--- src/rtl/dl_mem_arbiter_if.sv ---
// Bundle of the download, CPU, erase and memory-port signals around dl_mem_arbiter.
// master = arbiter side, slave = surrounding units (download, CPU, erase control, memory).
interface dl_mem_arbiter_if #(
    parameter int unsigned AW = 25
);
    logic          dl_wr;
    logic [AW-1:0] dl_addr;
    logic [7:0]    dl_data;
    logic          dl_overflow;

    logic          cpu_req;
    logic          cpu_we;
    logic [AW-1:0] cpu_addr;
    logic [7:0]    cpu_din;
    logic [7:0]    cpu_dout;
    logic          cpu_ack;

    logic          erase_start;
    logic [AW-1:0] erase_base;
    logic [AW-1:0] erase_end;
    logic          erasing;

    logic          mem_req;
    logic          mem_we;
    logic [AW-1:0] mem_addr;
    logic [7:0]    mem_din;
    logic [7:0]    mem_dout;
    logic          mem_ack;

    modport master (
        input  dl_wr, dl_addr, dl_data, cpu_req, cpu_we, cpu_addr, cpu_din,
               erase_start, erase_base, erase_end, mem_dout, mem_ack,
        output dl_overflow, cpu_dout, cpu_ack, erasing, mem_req, mem_we, mem_addr, mem_din
    );

    modport slave (
        output dl_wr, dl_addr, dl_data, cpu_req, cpu_we, cpu_addr, cpu_din,
               erase_start, erase_base, erase_end, mem_dout, mem_ack,
        input  dl_overflow, cpu_dout, cpu_ack, erasing, mem_req, mem_we, mem_addr, mem_din
    );
endinterface

--- src/rtl/dl_mem_arbiter.sv ---
// Shares one memory port between the buffered download stream and CPU req/ack accesses.
// Optional lowest-priority zero-fill engine is enabled by defining DL_MEM_ERASE_EN.
module dl_mem_arbiter #(
    parameter int unsigned AW            = 25,
    parameter int unsigned DL_FIFO_DEPTH = 4
) (
    input  logic             clk,
    input  logic             reset,
    dl_mem_arbiter_if.master io_bus
);
    localparam int unsigned PW = $clog2(DL_FIFO_DEPTH);
    localparam int unsigned CW = PW + 1;

    typedef enum logic [1:0] {
        S_IDLE,
        S_DL,
        S_CPU
`ifdef DL_MEM_ERASE_EN
        , S_ER
`endif
    } state_t;

    state_t        r_state;
    logic          r_last_dl;
    logic          r_mem_req;
    logic          r_mem_we;
    logic [AW-1:0] r_mem_addr;
    logic [7:0]    r_mem_din;
    logic          r_cpu_ack;
    logic [7:0]    r_cpu_dout;
    logic          r_dl_overflow;

    logic [AW-1:0] r_fifo_addr [DL_FIFO_DEPTH];
    logic [7:0]    r_fifo_data [DL_FIFO_DEPTH];
    logic [PW-1:0] r_wr_ptr;
    logic [PW-1:0] r_rd_ptr;
    logic [CW-1:0] r_count;

    logic w_fifo_empty;
    logic w_fifo_full;
    logic w_pop;
    logic w_push;
    logic w_cpu_pend;
    logic w_pick_cpu;
    logic w_erasing;

    assign w_fifo_empty = (r_count == '0);
    assign w_fifo_full  = (r_count == CW'(DL_FIFO_DEPTH));
    assign w_pop        = (r_state == S_DL) && io_bus.mem_ack;
    // A full FIFO still accepts a strobe when the head retires on the same edge.
    assign w_push       = io_bus.dl_wr && (!w_fifo_full || w_pop);
    assign w_cpu_pend   = io_bus.cpu_req && !r_cpu_ack;
    // CPU wins right after a DL access, or whenever there is no download work.
    assign w_pick_cpu   = w_cpu_pend && (r_last_dl || w_fifo_empty);

    // Download FIFO and sticky overflow flag
    always_ff @(posedge clk) begin
        if (reset) begin
            r_wr_ptr      <= '0;
            r_rd_ptr      <= '0;
            r_count       <= '0;
            r_dl_overflow <= 1'b0;
        end else begin
            if (w_push) begin
                r_fifo_addr[r_wr_ptr] <= io_bus.dl_addr;
                r_fifo_data[r_wr_ptr] <= io_bus.dl_data;
                r_wr_ptr              <= r_wr_ptr + PW'(1);
            end
            if (w_pop) begin
                r_rd_ptr <= r_rd_ptr + PW'(1);
            end
            if (w_push && !w_pop) begin
                r_count <= r_count + CW'(1);
            end else if (!w_push && w_pop) begin
                r_count <= r_count - CW'(1);
            end
            if (io_bus.dl_wr && !w_push) begin
                r_dl_overflow <= 1'b1;
            end
        end
    end

`ifdef DL_MEM_ERASE_EN
    logic [AW-1:0] r_erase_ptr;
    logic [AW-1:0] r_erase_end;
    logic          r_erasing;
    logic          r_er_restart;
    logic [AW-1:0] w_erase_next;

    assign w_erase_next = r_erase_ptr + AW'(1);
    assign w_erasing    = r_erasing;

    // Zero-fill pointer; a restart during an ER access keeps that access from advancing the new base.
    always_ff @(posedge clk) begin
        if (reset) begin
            r_erase_ptr  <= '0;
            r_erase_end  <= '0;
            r_erasing    <= 1'b0;
            r_er_restart <= 1'b0;
        end else if (io_bus.erase_start) begin
            r_erase_ptr  <= io_bus.erase_base;
            r_erase_end  <= io_bus.erase_end;
            r_erasing    <= (io_bus.erase_base != io_bus.erase_end);
            r_er_restart <= (r_state == S_ER) && !io_bus.mem_ack;
        end else if ((r_state == S_ER) && io_bus.mem_ack) begin
            r_er_restart <= 1'b0;
            if (!r_er_restart) begin
                r_erase_ptr <= w_erase_next;
                if (w_erase_next == r_erase_end) begin
                    r_erasing <= 1'b0;
                end
            end
        end
    end
`else
    logic w_unused_erase;

    assign w_unused_erase = ^{io_bus.erase_start, io_bus.erase_base, io_bus.erase_end};
    assign w_erasing      = 1'b0;
`endif

    // Access FSM; every access is followed by exactly one IDLE cycle
    always_ff @(posedge clk) begin
        if (reset) begin
            r_state    <= S_IDLE;
            r_last_dl  <= 1'b0;
            r_mem_req  <= 1'b0;
            r_mem_we   <= 1'b0;
            r_mem_addr <= '0;
            r_mem_din  <= '0;
            r_cpu_ack  <= 1'b0;
            r_cpu_dout <= '0;
        end else begin
            r_cpu_ack <= 1'b0;
            case (r_state)
                S_IDLE: begin
                    if (w_pick_cpu) begin
                        r_state    <= S_CPU;
                        r_mem_req  <= 1'b1;
                        r_mem_we   <= io_bus.cpu_we;
                        r_mem_addr <= io_bus.cpu_addr;
                        r_mem_din  <= io_bus.cpu_din;
                    end else if (!w_fifo_empty) begin
                        r_state    <= S_DL;
                        r_mem_req  <= 1'b1;
                        r_mem_we   <= 1'b1;
                        r_mem_addr <= r_fifo_addr[r_rd_ptr];
                        r_mem_din  <= r_fifo_data[r_rd_ptr];
                    end
`ifdef DL_MEM_ERASE_EN
                    else if (r_erasing) begin
                        r_state    <= S_ER;
                        r_mem_req  <= 1'b1;
                        r_mem_we   <= 1'b1;
                        r_mem_addr <= r_erase_ptr;
                        r_mem_din  <= 8'h00;
                    end
`endif
                end
                S_DL: begin
                    if (io_bus.mem_ack) begin
                        r_state   <= S_IDLE;
                        r_mem_req <= 1'b0;
                        r_last_dl <= 1'b1;
                    end
                end
                S_CPU: begin
                    if (io_bus.mem_ack) begin
                        r_state   <= S_IDLE;
                        r_mem_req <= 1'b0;
                        r_last_dl <= 1'b0;
                        r_cpu_ack <= 1'b1;
                        if (!r_mem_we) begin
                            r_cpu_dout <= io_bus.mem_dout;
                        end
                    end
                end
`ifdef DL_MEM_ERASE_EN
                S_ER: begin
                    if (io_bus.mem_ack) begin
                        r_state   <= S_IDLE;
                        r_mem_req <= 1'b0;
                    end
                end
`endif
                default: begin
                    r_state   <= S_IDLE;
                    r_mem_req <= 1'b0;
                end
            endcase
        end
    end

    assign io_bus.mem_req     = r_mem_req;
    assign io_bus.mem_we      = r_mem_we;
    assign io_bus.mem_addr    = r_mem_addr;
    assign io_bus.mem_din     = r_mem_din;
    assign io_bus.cpu_ack     = r_cpu_ack;
    assign io_bus.cpu_dout    = r_cpu_dout;
    assign io_bus.dl_overflow = r_dl_overflow;
    assign io_bus.erasing     = w_erasing;
endmodule

--- src/flat_wrapper.sv ---
// flat-port wrapper written by rule: the top's interface ports become plain ports
module dl_mem_arbiter_flat 
#(
    parameter int unsigned AW            = 25,
    parameter int unsigned DL_FIFO_DEPTH = 4
)
  (clk, reset, io_bus_dl_wr, io_bus_dl_addr, io_bus_dl_data, io_bus_cpu_req, io_bus_cpu_we, io_bus_cpu_addr, io_bus_cpu_din, io_bus_erase_start, io_bus_erase_base, io_bus_erase_end, io_bus_mem_dout, io_bus_mem_ack, io_bus_dl_overflow, io_bus_cpu_dout, io_bus_cpu_ack, io_bus_erasing, io_bus_mem_req, io_bus_mem_we, io_bus_mem_addr, io_bus_mem_din);
  dl_mem_arbiter_if #(.AW(AW)) io_bus_i ();
  input  logic clk;
  input  logic reset;
  input wire logic [$bits(io_bus_i.dl_wr)-1:0] io_bus_dl_wr;
  input wire logic [$bits(io_bus_i.dl_addr)-1:0] io_bus_dl_addr;
  input wire logic [$bits(io_bus_i.dl_data)-1:0] io_bus_dl_data;
  input wire logic [$bits(io_bus_i.cpu_req)-1:0] io_bus_cpu_req;
  input wire logic [$bits(io_bus_i.cpu_we)-1:0] io_bus_cpu_we;
  input wire logic [$bits(io_bus_i.cpu_addr)-1:0] io_bus_cpu_addr;
  input wire logic [$bits(io_bus_i.cpu_din)-1:0] io_bus_cpu_din;
  input wire logic [$bits(io_bus_i.erase_start)-1:0] io_bus_erase_start;
  input wire logic [$bits(io_bus_i.erase_base)-1:0] io_bus_erase_base;
  input wire logic [$bits(io_bus_i.erase_end)-1:0] io_bus_erase_end;
  input wire logic [$bits(io_bus_i.mem_dout)-1:0] io_bus_mem_dout;
  input wire logic [$bits(io_bus_i.mem_ack)-1:0] io_bus_mem_ack;
  output wire logic [$bits(io_bus_i.dl_overflow)-1:0] io_bus_dl_overflow;
  output wire logic [$bits(io_bus_i.cpu_dout)-1:0] io_bus_cpu_dout;
  output wire logic [$bits(io_bus_i.cpu_ack)-1:0] io_bus_cpu_ack;
  output wire logic [$bits(io_bus_i.erasing)-1:0] io_bus_erasing;
  output wire logic [$bits(io_bus_i.mem_req)-1:0] io_bus_mem_req;
  output wire logic [$bits(io_bus_i.mem_we)-1:0] io_bus_mem_we;
  output wire logic [$bits(io_bus_i.mem_addr)-1:0] io_bus_mem_addr;
  output wire logic [$bits(io_bus_i.mem_din)-1:0] io_bus_mem_din;
  assign io_bus_i.dl_wr = io_bus_dl_wr;
  assign io_bus_i.dl_addr = io_bus_dl_addr;
  assign io_bus_i.dl_data = io_bus_dl_data;
  assign io_bus_i.cpu_req = io_bus_cpu_req;
  assign io_bus_i.cpu_we = io_bus_cpu_we;
  assign io_bus_i.cpu_addr = io_bus_cpu_addr;
  assign io_bus_i.cpu_din = io_bus_cpu_din;
  assign io_bus_i.erase_start = io_bus_erase_start;
  assign io_bus_i.erase_base = io_bus_erase_base;
  assign io_bus_i.erase_end = io_bus_erase_end;
  assign io_bus_i.mem_dout = io_bus_mem_dout;
  assign io_bus_i.mem_ack = io_bus_mem_ack;
  assign io_bus_dl_overflow = io_bus_i.dl_overflow;
  assign io_bus_cpu_dout = io_bus_i.cpu_dout;
  assign io_bus_cpu_ack = io_bus_i.cpu_ack;
  assign io_bus_erasing = io_bus_i.erasing;
  assign io_bus_mem_req = io_bus_i.mem_req;
  assign io_bus_mem_we = io_bus_i.mem_we;
  assign io_bus_mem_addr = io_bus_i.mem_addr;
  assign io_bus_mem_din = io_bus_i.mem_din;
  dl_mem_arbiter #(.AW(AW), .DL_FIFO_DEPTH(DL_FIFO_DEPTH)) u_core (.clk(clk), .reset(reset), .io_bus(io_bus_i));
endmodule
--- config.mk ---
export PLATFORM = sky130hd
export DESIGN_NAME = dl_mem_arbiter_flat
export DESIGN_NICKNAME = d
export VERILOG_FILES = /design/src/rtl/dl_mem_arbiter_if.sv /design/src/rtl/dl_mem_arbiter.sv /design/src/flat_wrapper.sv
export SDC_FILE = /design/constraint.sdc
export NUM_CORES = 1
export LEC_CHECK = 0
export ABC_CLOCK_PERIOD_IN_PS = 2500
export CORE_MARGIN = 3
export CORE_UTILIZATION = 35
export DETAILED_ROUTE_END_ITERATION = 10
export DONT_BUFFER_PORTS = 1
export PLACE_DENSITY = 0.6
export REMOVE_ABC_BUFFERS = 1
export SLEW_MARGIN = 5
export SYNTH_ARGS = -nofsm -noshare
export SYNTH_HDL_FRONTEND = slang
export SYNTH_SLANG_ARGS = --single-unit
--- constraint.sdc ---
create_clock -name clk -period 2.5 [get_ports clk]
set_input_delay 0.125 -clock clk [delete_from_list [all_inputs] [get_ports clk]]
set_output_delay 0.125 -clock clk [all_outputs]
set_load 0.02 [all_outputs]
==> impl_metrics.json, run 1 <==
{
  "status": "finished, final reports clean",
  "io_buffer_count": 0,
  "hpwlAfterDp_um": 9755,
  "hp-start": "reset",
  "synth_area_um2": 7266,
  "hp-class": "in -> reg",
  "hold_depth": 2,
  "fin_cells": 850,
  "cts_buffers": 17,
  "grt.met2_usage_pct": 24.94,
  "drt-initial-drc-count": 207,
  "first_pass_iters": 4,
  "period_needed_ns": 2.358,
  "syn_area_per_cell_um2": 15.07,
  "whs_ns": 0.05002,
  "grt.total_usage_pct": 14.32,
  "fin_crit_sh_pct": 94.30,
  "netlist_instances": 482,
  "critical-path-max-stage-delay_ns": 0.42,
  "cp-start-kind": "flip-flop",
  "dpl.cell_count": 740,
  "cts.sinks": 189,
  "die_w_um": 150.1,
  "use_met1_pct": 17.64,
  "crit_type": "reg -> reg",
  "cp_slowest_cell": "fa_1",
  "grt_busiest_layer": "met2",
  "core_um2": 20300,
  "timing.final.hold_violations": 0,
  "synth_area_leaders": "edfxtp_1, dfxtp_1, mux4_2",
  "r2r-start": "u_core.r_state[1]",
  "clk_path_buf_depth": 2,
  "tns_ns": 0,
  "finalSetupViolations": 0,
  "yosysWarnings": 0,
  "wl_per_cell_um": 18.45,
  "vias": 4231,
  "grt_pass1_vias": 4429,
  "die_y_um": 150.1,
  "cts_tree": "done",
  "avgViaCountPerCell": 4.978,
  "rr_endpoint": "u_core.r_count[2]",
  "yosys.area.top_type": "edfxtp_1",
  "rows": 52,
  "cts.clk_slew.worst_paths_ns": 0.07,
  "vdd_drop_max_v": 0.0005182,
  "start_util_pct": 35.79,
  "rrSetupSlack_ns": 0.14,
  "area_growth_pct": 25.14,
  "rsz0062_at_grt": "no",
  "yosysTopAreaCellShare_pct": 54.55,
  "fmax_ghz": 0.4242,
  "finalPower_uw": 9520,
  "wirelength_um": 15680,
  "place_congestion": 0.7331,
  "path_cells": "inv_1 > ha_1 > nand2_1 > buf_4 > ha_1 > inv_1 > fa_1 > xor2_1 > or3_1 > a21oi_1",
  "ios": 177,
  "worstPathRequired_ns": 2.85,
  "hold_path_end": "u_core.io_bus.cpu_ack",
  "ys_seq_area_share_pct": 70.26,
  "relSlewSlack_pct": 60.82,
  "critPathBufInv": 3,
  "antenna_found_initial": 0,
  "postRouteAntennaNets": 0,
  "crit_cells": 10,
  "diodes": 0,
  "critPathCaptureType": "flip-flop",
  "p_leak_uw": 0.003070,
  "rr_worst_depth": 10,
  "critPathTopFamily": "adder cells",
  "clock_latency_ns": 0.42,
  "drive_gt1_share_pct": 16.38,
  "clock_skew_ns": 0.008206,
  "final-max-slew-violation-count": 0,
  "worst_pin_slew_ns": 0.5854,
  "grt_overflow_total": 0,
  "drc": 0,
  "grt_max_degree": 69,
  "root_buffer": "clkbuf_16",
  "post_cts_buffers": 0,
  "htree_num_levels": 4,
  "arrival_ns": 2.70,
  "die-area_um2": 22520,
  "n_fill_cell": 1797,
  "ys_ff_latch": 189,
  "grtUsageMet3_pct": 3.755,
  "path_max_fanout": 4,
  "ys_types": 37,
  "maxCapViolCount": 0,
  "power_density_nw_per_um2": 1047,
  "grt_pass1_wl_um": 24110,
  "final_nets": 707
}
==> worst max-delay path by stage <==
stage                      startpoint                    endpoint  slack, ns
detailed placement  u_core.r_state[1]           u_core.r_count[2]       0.02
global placement    u_core.r_state[1]           u_core.r_count[2]       0.14
floorplan           u_core.r_state[0]  u_core.io_bus.mem_addr[23]      -1.04
finish              u_core.r_state[1]           u_core.r_count[2]       0.14
global route        u_core.r_state[1]           u_core.r_count[2]       0.05
CTS                 u_core.r_state[1]           u_core.r_count[2]       0.09
==> through the flow <==
step | area, um2 | util, % | setup WS [ns]
after global routing | 9092 | 44.79 | 0.04824
after CTS | 9084 | 44.75 | 0.08906
after detailed placement | 7684 | 37.85 | 0.01953
final | 9092 | 44.79 | 0.1425
after floorplan | 7113 | - | -1.041
after global placement | 7684 | 37.85 | 0.1401
==> metal layers <==
metal	wire, um	part of all wire, %	up-vias
met2	7876	50	118
met4	181	1.2	0
met3	799	5.1	16
met5	0	0	-
li1	-	-	1982
met1	6822	44	2115
==> cell type report <==
| type | instances | area (um2) | share of cell area, % |
|---|---|---|---|
| sequential | 189 | 5107 | 56.17 |
| timing repair buffer | 95 | 1001 | 11.01 |
| clock inverter | 14 | 166.4 | 1.830 |
| tap | 270 | 337.8 | 3.715 |
| clock buffer | 18 | 429.2 | 4.720 |
| multi-input combinational | 257 | 2024 | 22.27 |
| inverter | 7 | 26.28 | 0.2890 |
==> report_power, final <==
group	total, uW	internal (uW)	switching, uW
clock network	2730	1580	1150
registers	4570	3870	706
logic	2210	925	1290
==> what timing repair did <==
item / in CTS / in global routing
gates resized for setup: 1 / 1
endpoints found under the setup margin: 1 / 1
hold buffers: 78 / 0
endpoints found under the hold margin: 189 / 0
==> cell families after synthesis <==
group                      after synthesis  share of synthesized area [%]
DFF                                    189                          70.26
and+or+nand+nor                        152                          8.490
AOI/OAI and AO/OA                       55                          5.976
buffers and inverters                   36                          2.463
muxes                                   35                          10.50
adders and majority gates                9                          1.653
xor gates and xnor gates                 5                         0.6027
other                                    1                        0.05161
==> cells in the mapped netlist <==
cell / instances
nand2b_1: 2
a311oi_1: 33
nor3_1: 1
o21ai_1: 1
or3_1: 1
xnor2_1: 1
o2111ai_1: 2
mux2i_1: 2
nor2b_1: 3
or3_4: 1
edfxtp_1: 132
buf_4: 4
a21boi_1: 1
dfxtp_1: 57
conb_1: 1
xor2_1: 4
a41oi_1: 1
nand2_1: 86
o21ai_0: 1
a211oi_1: 1
a21oi_4: 1
buf_2: 4
ha_1: 8
nor3_2: 1
clkbuf_1: 17
or2_2: 1
a221oi_1: 1
nor2_1: 49
and2_1: 4
mux4_2: 33
buf_6: 3
fa_1: 1
a21oi_1: 10
clkbuf_2: 1
nand3_1: 3
a31oi_1: 3
inv_1: 7
==> state kept, by name, indices dropped and copies added (netlist names), 2 cells and up, named ones only <==
| name | count |
|---|---|
| u_core.r_count | 3 |
| u_core.io_bus.cpu_dout | 8 |
| u_core.io_bus.mem_addr | 25 |
| u_core.r_fifo_addr | 100 |
| u_core.r_rd_ptr | 2 |
| u_core.r_fifo_data | 32 |
| u_core.r_state | 2 |
| u_core.io_bus.mem_din | 8 |
| u_core.r_wr_ptr | 2 |
==> placed cells by master, fill, tap and decap left out, types with 10 or more instances in the layout <==
master         netlist  layout
a21oi_1             10      10
a311oi_1            33      33
buf_4                4      11
clkbuf_16            0      17
dfxtp_1             57      55
dlygate4sd3_1        0      77
edfxtp_1           132     132
mux4_2              33      33
nand2_1             86      86
nor2_1              49      49
(Power assumes the default switching activity.)
==> run 2: changes to the inputs <==
CORE_UTILIZATION = 56   (was 35)
PLACE_DENSITY = 0.83   (was 0.6)
SETUP_SLACK_MARGIN = 0.2   (was unset)
==> impl_metrics.json, run 2 (synthesized netlist as in run 1, its figures left out) <==
{
  "status": "finished, final reports clean",
  "hold_path_end": "u_core.r_count[2]",
  "grt_pass1_wl_um": 25140,
  "postRouteAntennaNets": 0,
  "root_buffer": "clkbuf_16",
  "vias": 4407,
  "p_leak_uw": 0.003036,
  "drt-met1-wl_um": 6205,
  "die_w_um": 119.9,
  "p_int_uw": 6093,
  "cts_tree": "done",
  "power_density_nw_per_um2": 1048,
  "core_um2": 12360,
  "path_max_fanout": 4,
  "layout_common_cells": "edfxtp_1, nand2_1, dlygate4sd3_1, dfxtp_1, nor2_1",
  "switching_share_pct": 34.69,
  "top_register": "u_core.r_fifo_addr",
  "drt-initial-drc-count": 293,
  "worst_pin_slew_ns": 0.6445,
  "arrival_ns": 2.54,
  "clock_power_share_pct": 25.8,
  "die_y_um": 119.9,
  "combinationalPowerShare_pct": 24.8,
  "place_congestion": 0.7861,
  "worstPathRequired_ns": 2.86,
  "clk_path_buf_depth": 2,
  "grt_max_degree": 57,
  "cts_buffers": 17,
  "rrSetupSlack_ns": 0.32,
  "drc": 0,
  "crit_type": "reg -> reg",
  "ios": 177,
  "area_growth_pct": 22.52,
  "final-max-slew-violation-count": 0,
  "finalSetupViolations": 0,
  "timing.final.hold_violations": 0,
  "clock_latency_ns": 0.43,
  "rr_endpoint": "u_core.r_count[2]",
  "rows": 40,
  "avgViaCountPerCell": 5.876,
  "cts.sinks": 189,
  "cts.clk_slew.worst_paths_ns": 0.06,
  "top_layer_used": "met4",
  "p_sw_uw": 3236,
  "hp-class": "in -> reg",
  "largest_register_ffs": 100,
  "clock_skew_ns": 0.01647,
  "rr_worst_depth": 10,
  "drive_gt1_share_pct": 17.87,
  "maxCapViolCount": 0,
  "relSlewSlack_pct": 56.87,
  "critPathCaptureType": "flip-flop",
  "dr_wl_met2_um": 8298,
  "dr_wl_met3_um": 1290,
  "wl_per_cell_um": 21.34,
  "die-area_um2": 14380,
  "hold_depth": 2,
  "hp-start": "reset",
  "grt_overflow_total": 0,
  "first_pass_iters": 5,
  "whs_ns": 0.02730,
  "hpwlAfterDp_um": 9232,
  "finalPower_uw": 9328,
  "grt_pass1_vias": 4756,
  "final_common_cell": "edfxtp_1",
  "fmax_ghz": 0.4581,
  "wirelength_um": 16010,
  "grt.total_usage_pct": 23.38,
  "r2r-start": "u_core.r_state[1]",
  "io_buffer_count": 0,
  "setup_slack_ns": 0.3170,
  "cp-start-kind": "flip-flop",
  "antenna_found_initial": 0,
  "rsz0062_at_grt": "no",
  "final_nets": 709,
  "diodes": 0,
  "place_ws_ns": 0.1774,
  "fin_crit_sh_pct": 87.32,
  "seqPwrFrac_pct": 49.4,
  "start_util_pct": 58.78,
  "n_fill_cell": 750,
  "htree_num_levels": 4,
  "vdd_drop_max_v": 0.0006555,
  "period_needed_ns": 2.183
}
run 2: per-layer routing:
| layer | vias to the layer above | track usage [%] |
|---|---|---|
| met5 | - | 0 |
| met2 | 206 | 40.50 |
| met4 | 0 | 7.230 |
| met1 | 2185 | 28.32 |
| met3 | 23 | 6.975 |
| li1 | 1993 | - |
run 2: area by class of cell:
type	count	area [um2]	share of cell area (%)
Tap cell	168	210.2	2.361
Timing Repair Buffer	97	978.4	10.99
Inverter	7	26.28	0.2952
Sequential cell	189	5110	57.40
Clock buffer	20	436.7	4.905
Multi-Input combinational cell	257	2053	23.06
Clock inverter	12	87.58	0.9838
run 2: stage by stage:
| stage | std cells | setup TNS (ns) | util, % | instance area [um2] |
|---|---|---|---|---|
| after floorplan | 453 | -34.40 | - | 7113 |
| after global placement | 638 | 0 | 60.82 | 7518 |
| after detailed placement | 638 | 0 | 60.82 | 7518 |
| after CTS | 750 | 0 | 71.71 | 8865 |
| after global routing | 750 | 0 | 72.01 | 8902 |
| final | 750 | 0 | 72.01 | 8902 |
run 2: worst max-delay path by stage:
stage                           start                         end  slack, ns  depth (start not counted)
floorplan           u_core.r_state[0]  u_core.io_bus.mem_addr[23]      -1.04                          4
global placement    u_core.r_state[1]           u_core.r_count[2]       0.26                         10
finish              u_core.r_state[1]           u_core.r_count[2]       0.32                         10
CTS                 u_core.r_state[1]           u_core.r_count[2]       0.22                         10
global route        u_core.r_count[0]           u_core.r_count[2]       0.22                          8
detailed placement  u_core.r_state[1]           u_core.r_count[2]       0.18                         10
run 2: power groups by stage:
stage,clock network (uW),logic [uW],registers [uW]
after global placement,0,1950,4610
after floorplan,0,1380,4570
after detailed placement,0,2060,4650
after CTS,2450,2230,4590
after global routing,2570,2560,4660
final,2400,2320,4610
run 2: worst max-delay path: stages, from the launching register on:
cell	delay [ns]
dfxtp_2	0.37
inv_2	0.07
ha_4	0.16
nand2_2	0.11
buf_4	0.16
ha_2	0.18
inv_1	0.06
fa_2	0.39
xor2_1	0.17
or3_4	0.34
a21oi_2	0.13
run 2: what timing repair did:
item	in CTS	in global routing
endpoints found under the hold margin	189	0
setup buffers	2	0
resized for setup	3	9
hold buffers	78	0
pin swaps	2	2
cloned	0	0
endpoints found under the setup margin	1	133
==> run 3: changes to the inputs <==
==> constraint.sdc (replaced) <==
create_clock -name clk -period 2.5 [get_ports clk]
set_input_delay 0 -clock clk [delete_from_list [all_inputs] [get_ports clk]]
set_output_delay 0 -clock clk [all_outputs]
set_load 0.02 [all_outputs]
==> impl_metrics.json, run 3 (synthesized netlist as in run 1, its figures left out) <==
{
  "die_y_um": 119.9,
  "antenna_found_initial": 0,
  "root_buffer": "clkbuf_16",
  "grt_pass1_vias": 4803,
  "clock_skew_ns": 0.01410,
  "rsz0062_at_grt": "no",
  "worst_pin_slew_ns": 0.5170,
  "area_growth_pct": 25.21,
  "cp-start-kind": "flip-flop",
  "drt-initial-drc-count": 345,
  "core_um2": 12360,
  "die-area_um2": 14380,
  "p_leak_uw": 0.003114,
  "final_cell_area_um2": 9097,
  "hpwlAfterDp_um": 8933,
  "place_congestion": 0.8071,
  "fin_crit_sh_pct": 90.52,
  "layout_common_cells": "edfxtp_1, dlygate4sd3_1, nand2_1, dfxtp_1, nor2_1",
  "grt_overflow_total": 0,
  "clock_power_share_pct": 27.4,
  "period_needed_ns": 2.263,
  "hp-class": "in -> reg",
  "wirelength_um": 16220,
  "seqPwrFrac_pct": 47.6,
  "cts_buffers": 17,
  "final_common_cell": "edfxtp_1",
  "die_w_um": 119.9,
  "regArea_um2": 5110,
  "tns_ns": 0,
  "arrival_ns": 2.63,
  "crit_type": "reg -> reg",
  "io_buffer_count": 0,
  "drive_gt1_share_pct": 18.01,
  "htree_num_levels": 4,
  "setup_slack_ns": 0.2370,
  "grt.total_usage_pct": 23.90,
  "dpl.cell_count": 638,
  "n_fill_cell": 747,
  "power_density_nw_per_um2": 1063,
  "clock_latency_ns": 0.43,
  "p_int_uw": 6461,
  "combinationalPowerShare_pct": 25.1,
  "whs_ns": 0.03554,
  "p_sw_uw": 3211,
  "vias": 4455,
  "avgViaCountPerCell": 5.846,
  "cts_tree": "done",
  "path_max_fanout": 32,
  "status": "finished, final reports clean",
  "fin_cells": 762,
  "wl_per_cell_um": 21.28,
  "largest_register_ffs": 100,
  "clk_path_buf_depth": 2,
  "vdd_drop_max_v": 0.0007048,
  "postPlaceCellArea_um2": 7518,
  "cts.sinks": 189,
  "switching_share_pct": 33.20,
  "final_nets": 721,
  "rows": 40,
  "timing.final.hold_violations": 0,
  "worstPathRequired_ns": 2.86,
  "place_ws_ns": 0.1688,
  "maxCapViolCount": 0,
  "final-max-slew-violation-count": 0,
  "multi_input_area_um2": 2059,
  "start_util_pct": 58.78,
  "drc": 0,
  "top_register": "u_core.r_fifo_addr",
  "relSlewSlack_pct": 65.41,
  "finalSetupViolations": 0,
  "critPathCaptureType": "flip-flop",
  "cts.clk_slew.worst_paths_ns": 0.06,
  "diodes": 0,
  "grt_pass1_wl_um": 25520,
  "fmax_ghz": 0.4419,
  "ios": 177,
  "first_pass_iters": 5,
  "postRouteAntennaNets": 0,
  "grt_max_degree": 57
}
-- run 3: cell types whose count changed in the layout (fill, tap and decap cells not counted), sizes merged --
cell | before | now
dlygate4sd3 | 77 | 87
inv | 14 | 8
clkinv | 4 | 8
bufinv | 0 | 3
buf | 20 | 22
clkbuf | 20 | 19
-- run 3: critical path, cell delays in order, from the launching register on --
cell           delay, ns
dfxtp_2             0.35
inv_1               0.09
ha_1                0.27
a21boi_4            0.24
buf_6               0.29
nor2_1              0.09
a311oi_2            0.26
dlygate4sd3_1       0.60
-- run 3: final timing paths --
path,cells past startpoint,endpoint,start,slack [ns]
worst max-delay path,7,u_core.io_bus.mem_addr[23],u_core.r_state[0],0.24
worst min-delay path,4,u_core.io_bus.dl_overflow,io_bus_mem_ack,0.04
worst max register to register,7,u_core.io_bus.mem_addr[23],u_core.r_state[0],0.24
worst min register to register,2,u_core.r_state[1],u_core.r_state[1],0.52
-- run 3: layout make-up --
type,instances,area share (%)
flip-flops and latches,189,56.17
multi-input cells,257,22.64
repair buffers,109,12.20
clock buffers,19,4.759
well taps,168,2.311
clock inverters,13,1.637
inverters,7,0.2888
-- run 3: per-layer routing --
metal  part of all wire [%]  GRT usage (%)  vias up
li1                       -              -     2013
met1                     39          28.25     2222
met2                     53          41.94      196
met3                    6.6          7.257       24
met4                    1.4          7.659        0
met5                      0              0        -
-- run 3: per-stage QoR --
stage / power [uW] / util (%)
2_1_floorplan: 5954 / -
3_3_place_gp: 6566 / 60.82
3_5_place_dp: 6693 / 60.82
4_1_cts: 9530 / 72.99
5_1_grt: 10160 / 73.59
6_report: 9672 / 73.59
-- run 3: power by group through the flow --
stage | logic [uW] | clock network [uW] | registers [uW]
after detailed placement | 2050 | 0 | 4640
after global placement | 1950 | 0 | 4610
after floorplan | 1380 | 0 | 4570
after global routing | 2670 | 2840 | 4650
final | 2430 | 2650 | 4600
after CTS | 2260 | 2690 | 4580
-- run 3: repair_timing --
item,in CTS,in global routing
setup buffers,2,2
pin swaps,2,5
hold endpoints to repair,189,0
resized for setup,2,15
hold buffers,88,0
cloned,0,0
endpoints found under the setup margin,1,134
